### config.mk
export PLATFORM = sky130hd
export DESIGN_NAME = fetch_stage
export DESIGN_NICKNAME = d
export VERILOG_FILES = /design/src/rtl/fetch_stage.sv
export SDC_FILE = /design/constraint.sdc
export NUM_CORES = 1
export LEC_CHECK = 0
export CAP_MARGIN = 20
export CORE_MARGIN = 5
export CORE_UTILIZATION = 30
export DETAILED_ROUTE_END_ITERATION = 6
export DONT_BUFFER_PORTS = 1
export HOLD_SLACK_MARGIN = 0.12
export PLACE_DENSITY = 0.41
export SYNTH_ARGS = -nofsm -noshare
export SYNTH_HDL_FRONTEND = slang
export SYNTH_SLANG_ARGS = --single-unit
### constraint.sdc
create_clock -name clk -period 5.55 [get_ports clk]
set_input_delay 1.11 -clock clk [delete_from_list [all_inputs] [get_ports clk]]
set_output_delay 1.11 -clock clk [all_outputs]
set_load 0.05 [all_outputs]
### src/rtl/fetch_stage.sv
// fetch_stage: instruction fetch, owns the PC and reads one BRAM word per fetch_enable pulse
module fetch_stage #(
    parameter int                    ADDR_WIDTH  = 32,
    parameter int                    MEM_LATENCY = 2,
    parameter logic [ADDR_WIDTH-1:0] RESET_PC    = '0
) (
    input  logic                  clk,
    input  logic                  rstn,
    input  logic                  fetch_enable,
    input  logic                  flush,
    input  logic                  pc_we,
    input  logic [ADDR_WIDTH-1:0] pc_next,
    output logic                  mem_en,
    output logic [ADDR_WIDTH-1:0] mem_addr,
    input  logic [31:0]           mem_rdata,
    output logic [31:0]           instr,
    output logic [ADDR_WIDTH-1:0] instr_pc,
    output logic                  instr_valid,
    output logic                  fetch_done,
    output logic                  busy
);
    typedef enum logic [1:0] {IDLE, REQ, WAIT, CAPT} state_t;

    localparam logic [2:0] WAIT_LAST = 3'(MEM_LATENCY - 2);

    state_t                state;
    logic [ADDR_WIDTH-1:0] pc;
    logic [ADDR_WIDTH-1:0] req_pc;
    logic [2:0]            cnt;
    logic                  kill;

    // PC ownership plus the request/wait/capture sequence; every output is registered
    always_ff @(posedge clk or negedge rstn) begin
        if (!rstn) begin
            state       <= IDLE;
            pc          <= RESET_PC;
            req_pc      <= RESET_PC;
            cnt         <= '0;
            kill        <= 1'b0;
            mem_en      <= 1'b0;
            mem_addr    <= RESET_PC;
            instr       <= '0;
            instr_pc    <= RESET_PC;
            instr_valid <= 1'b0;
            fetch_done  <= 1'b0;
            busy        <= 1'b0;
        end else begin
            fetch_done <= 1'b0;
            if (pc_we)
                pc <= pc_next & ~ADDR_WIDTH'(3);
            else if (state == IDLE && fetch_enable)
                pc <= pc + ADDR_WIDTH'(4);
            if (busy)
                kill <= kill | flush;
            case (state)
                IDLE: begin
                    if (flush)
                        instr_valid <= 1'b0;
                    if (fetch_enable) begin
                        state    <= REQ;
                        mem_en   <= 1'b1;
                        mem_addr <= pc;
                        req_pc   <= pc;
                        busy     <= 1'b1;
                        cnt      <= '0;
                        kill     <= flush;
                    end
                end
                REQ: begin
                    mem_en <= 1'b0;
                    state  <= (MEM_LATENCY == 1) ? CAPT : WAIT;
                end
                WAIT: begin
                    cnt <= cnt + 3'd1;
                    if (cnt == WAIT_LAST)
                        state <= CAPT;
                end
                CAPT: begin
                    instr       <= mem_rdata;
                    instr_pc    <= req_pc;
                    instr_valid <= ~(kill | flush);
                    fetch_done  <= 1'b1;
                    busy        <= 1'b0;
                    state       <= IDLE;
                end
                default: state <= IDLE;
            endcase
        end
    end
endmodule

Yosys cells after proc, flatten, opt, wreduce, memory -nomap -nowiden. Cells that the tools add are included.

Input bits: 69. Register bits after elaboration: 138.

Equal/unequal tests: 6. Add/subtract/negate cells: 2. Reduce and logical (&&, ||, !) cells: 13. Bitwise gates (word level): 2. Muxes and demuxes: 16.

Operator list (number): 32-bit two-way mux (2); 32-bit by 3-bit adder with 32-bit output (second input constant) (1); 2-bit AND reduction (6); 2-bit case mux with 4 select lines (1); 2-bit nonzero test (4); 1-bit two-way mux (6); 2-bit inequality test (second input constant) (3); 1-bit case mux with 2 select lines (3); 3-bit case mux with 2 select lines (1); 2-bit == test (second input constant) (2); 2-bit two-way mux (2); 3-bit by 1-bit adder with 3-bit output (second input constant) (1); 3-bit zero test (1); 3-bit two-way mux (1); 2-bit by 1-bit == test with 1-bit output (second input constant) (1); 2-bit zero test (1); 1-bit logical AND (1); 1-bit inverter (1); 1-bit OR (1).

Depth between registers and ports, before layout.
Word-level depth: 4. Depth in mapped cells: 8.

Worst setup path before layout. No wires, ideal clock.

Path kind: input to register. From: input port fetch_enable. To: register pc[19]. Data required time: 5.468 ns. Cell stages on the path: 6. Arrival time: 2.670 ns. Path buffers: 2. Path slack: 2.798 ns. Path through: buf_4 nand3_2 or4_1 buf_2 or4_1 a31oi_1.

Word-level cells in the longest chain between the ends: 2.

Ends and longest elaborated chain: start: declaration (line 9) `input logic fetch_enable,`; 1-bit logical AND (line 51) `else if (state == IDLE && fetch_enable)`; 2-bit nonzero test (no line); end signal: assignment (line 50) `pc <= pc_next & ~ADDR_WIDTH'(3);`; end signal: assignment (line 52) `pc <= pc + ADDR_WIDTH'(4);`; end: declaration (line 27) `logic [ADDR_WIDTH-1:0] pc;`.

Every way passes these cells. A chain may end at the register's enable or synchronous reset.

Worst setup path after layout.
From: register state[0]. To: register pc[27].

Word-level cells in the longest chain between the ends: 3.

Ends and longest elaborated chain: start: declaration (line 26) `state_t state;`; start signal: assignment (line 71) `state <= (MEM_LATENCY == 1) ? CAPT : WAIT;`; 2-bit zero test (line 51); 1-bit logical AND (line 51); 2-bit nonzero test (no line).

Every way passes these cells.

==> flow_summary.ini <==
[die]
die_area_um2 = 22120
fp.coreArea_um2 = 18830
rows = 50
die-height_um = 148.7
die_w_um = 148.7
io_pins = 169
start_util_pct = 30.66

[drt]
dr.pass1.iters = 4
wirelength_mm = 13.90
vias = 3633
vias_per_cell = 4.943
drc = 0
ant_nets = 0
first_iter_violations = 99
wl_per_cell_um = 18.91

[sta]
fin_ws_ns = 2.592
rsz0062_at_grt = false
max_slew_margin_pct = 38.28
fin_skew_ns = 0.009463
fin_crit_ns = 2.958
max_freq_mhz = 338.1
tns_ns = 0
fin_crit_sh_pct = 53.30
hold_viol_final = 0
setup-violations-final = 0
finalMaxSlewViolations = 0
tightest_slew_ns = 0.9258

[setup_path]
crit_fanout = 12
start_kind = flip-flop
end_kind = flip-flop
path_class = flip-flop to flip-flop
cp.arrival_ns = 3.30
crit_required_ns = 5.89

[clock_tree]
insertion_delay_ns = 0.42
cts_made_buffers = 17
hold_buffers = 0
root_buffer = clkbuf_16
clockBufferDepth = 2
cts-resized-gates = 0
htreeDepth = 4
cts_setup_buffers = 0
cts_tree = done
cts_sinks = 132
clkSlewWorstSetupHoldPaths_ns = 0.06

[job]
maxCapViolCount = 0

[synthesis]
yosysTopAreaCell = dfrtp_1
synth_top_area_share_pct = 57.20
netlist-cell-type-count = 50
synth_area_um2 = 5774
synth.avg_cell_area_um2 = 12.36
ys_seq_area_share_pct = 57.20
synth_warnings = 0
synthFlopType = dfrtp_1
synth_seq_cells = 132
netlist_instances = 467
synthArstFlopShare_pct = 100.0
yosys-top-cells-area = dfrtp_1 57%, mux2_2 17%, nand2_1 2.5%
synth_enable_flop_cells = 0

[finish]
layout.nets = 539
antenna_cells = 0
final_common_cell = dfrtp_1
drive_above_1_share_pct = 27.58
syn2layout_area_growth_pct = 14.82
final_cell_mix = 132 x dfrtp_1, 88 x mux2_2, 39 x nand2_1, 24 x o21ai_0, 20 x nor2_1

[global_route]
grt.overflow.total = 0
grt_max_degree = 133
grt_antenna_before_repair = 1
grt_pass1_vias = 3840
grt_pass1_wl_mm = 22.09
grt_usage_pct = 12.78

[min_path]
hp-class = input pin to async pin

[power_and_ir_drop]
power_density_nw_per_um2 = 742.7
power.leakage_nw = 2.665
peakVddDrop_mv = 0.2826

[placement]
hpwlAfterDp_mm = 9.260
dpl_worst_slack_ns = 2.572
finalWeightedCongestion = 0.7144
portBuffers = 0

[outcome]
status = complete, no violations
where the power goes:
part / total (W) / internal (W) / switching (W)
clock network: 0.00117 / 0.000723 / 0.000447
logic: 0.000831 / 0.000492 / 0.000339
registers: 0.00292 / 0.00134 / 0.00158
total: 0.00492 / 0.00256 / 0.00237
area by class of cell:
type	count	area, um2
multi-input combinational	297	2312
clock buffer	18	439.2
tap	260	325.3
timing repair buffer	2	27.53
sequential	132	3303
inverter	12	45.04
fill	1846	12200
clock inverter	14	177.7
kinds of logic (layout without fill, tap and decap cells):
logic type	after synthesis	after routing	synth area share (%)
AOI/OAI and AO/OA	64	64	7.086
and+or+nand+nor	119	119	11.38
muxes	92	92	17.85
DFF	132	132	57.20
adders and majority gates	8	8	1.734
buffers and inverters	41	46	3.164
other	1	4	0.06494
xor gates and xnor gates	10	10	1.517
cell usage after synthesis (2+ instances only):
master / number
nand2_1: 39
and4_1: 2
mux2i_1: 4
a21oi_1: 3
or4_1: 11
xor2_1: 4
nand4_1: 7
nand3_2: 2
dfrtp_1: 132
mux2_2: 88
o21ai_0: 24
buf_4: 5
a31oi_1: 17
nand2b_1: 4
o31ai_1: 8
nand3_1: 7
or3_1: 4
o41ai_1: 5
xnor2_1: 6
or4b_1: 3
clkbuf_1: 21
nor2_1: 20
nor4_1: 6
inv_1: 11
ha_1: 8
and2_1: 2
routing by layer:
layer / global-route usage, % / share of wire (%)
met5: 0 / 0.094
met4: 4.394 / 1.3
met3: 5.378 / 8.6
met2: 20.12 / 46
met1: 15.87 / 44
flip-flops by register name (all words and copies together), names as in the netlist:
name / cells
instr_pc: 30
instr_valid: 1
kill: 1
instr: 32
mem_en: 1
req_pc: 30
pc: 30
cnt: 3
busy: 1
state: 2
fetch_done: 1
worst paths after layout:
check,depth (start not counted),slack (ns),to,startpoint
max in group asynchronous,0,4.94,pc[8]$_DFFE_PN0P_,rstn
min in group clk,2,0.50,kill$_DFF_PN0_,kill$_DFF_PN0_
worst max-delay path,6,2.59,pc[27]$_DFFE_PN0P_,state[0]$_DFFE_PN0P_
worst min-delay path,0,0.40,instr[7]$_DFFE_PN0P_,rstn
worst min register to register,2,0.50,kill$_DFF_PN0_,kill$_DFF_PN0_
worst max register to register,6,2.59,pc[27]$_DFFE_PN0P_,state[0]$_DFFE_PN0P_
metrics by stage:
step	area, um2	std cells	power [W]	hold slack (ns)	util (%)
2_1_floorplan	5786	470	0.003560	0.4470	-
3_3_place_gp	5993	702	0.003772	0.4674	31.83
3_5_place_dp	5993	702	0.003809	0.4990	31.83
4_1_cts	6610	734	0.005002	0.3659	35.10
5_1_grt	6630	735	0.005180	0.3646	35.21
6_report	6630	735	0.004924	0.3966	35.21
critical path, stage by stage, from the launching register on:
cell,delay [ns]
dfrtp_1,0.44
inv_1,0.13
ha_1,0.44
nand3_2,0.24
or4_1,0.77
or4b_2,0.68
a31oi_1,0.18
Power figures use the tool's default switching activity.
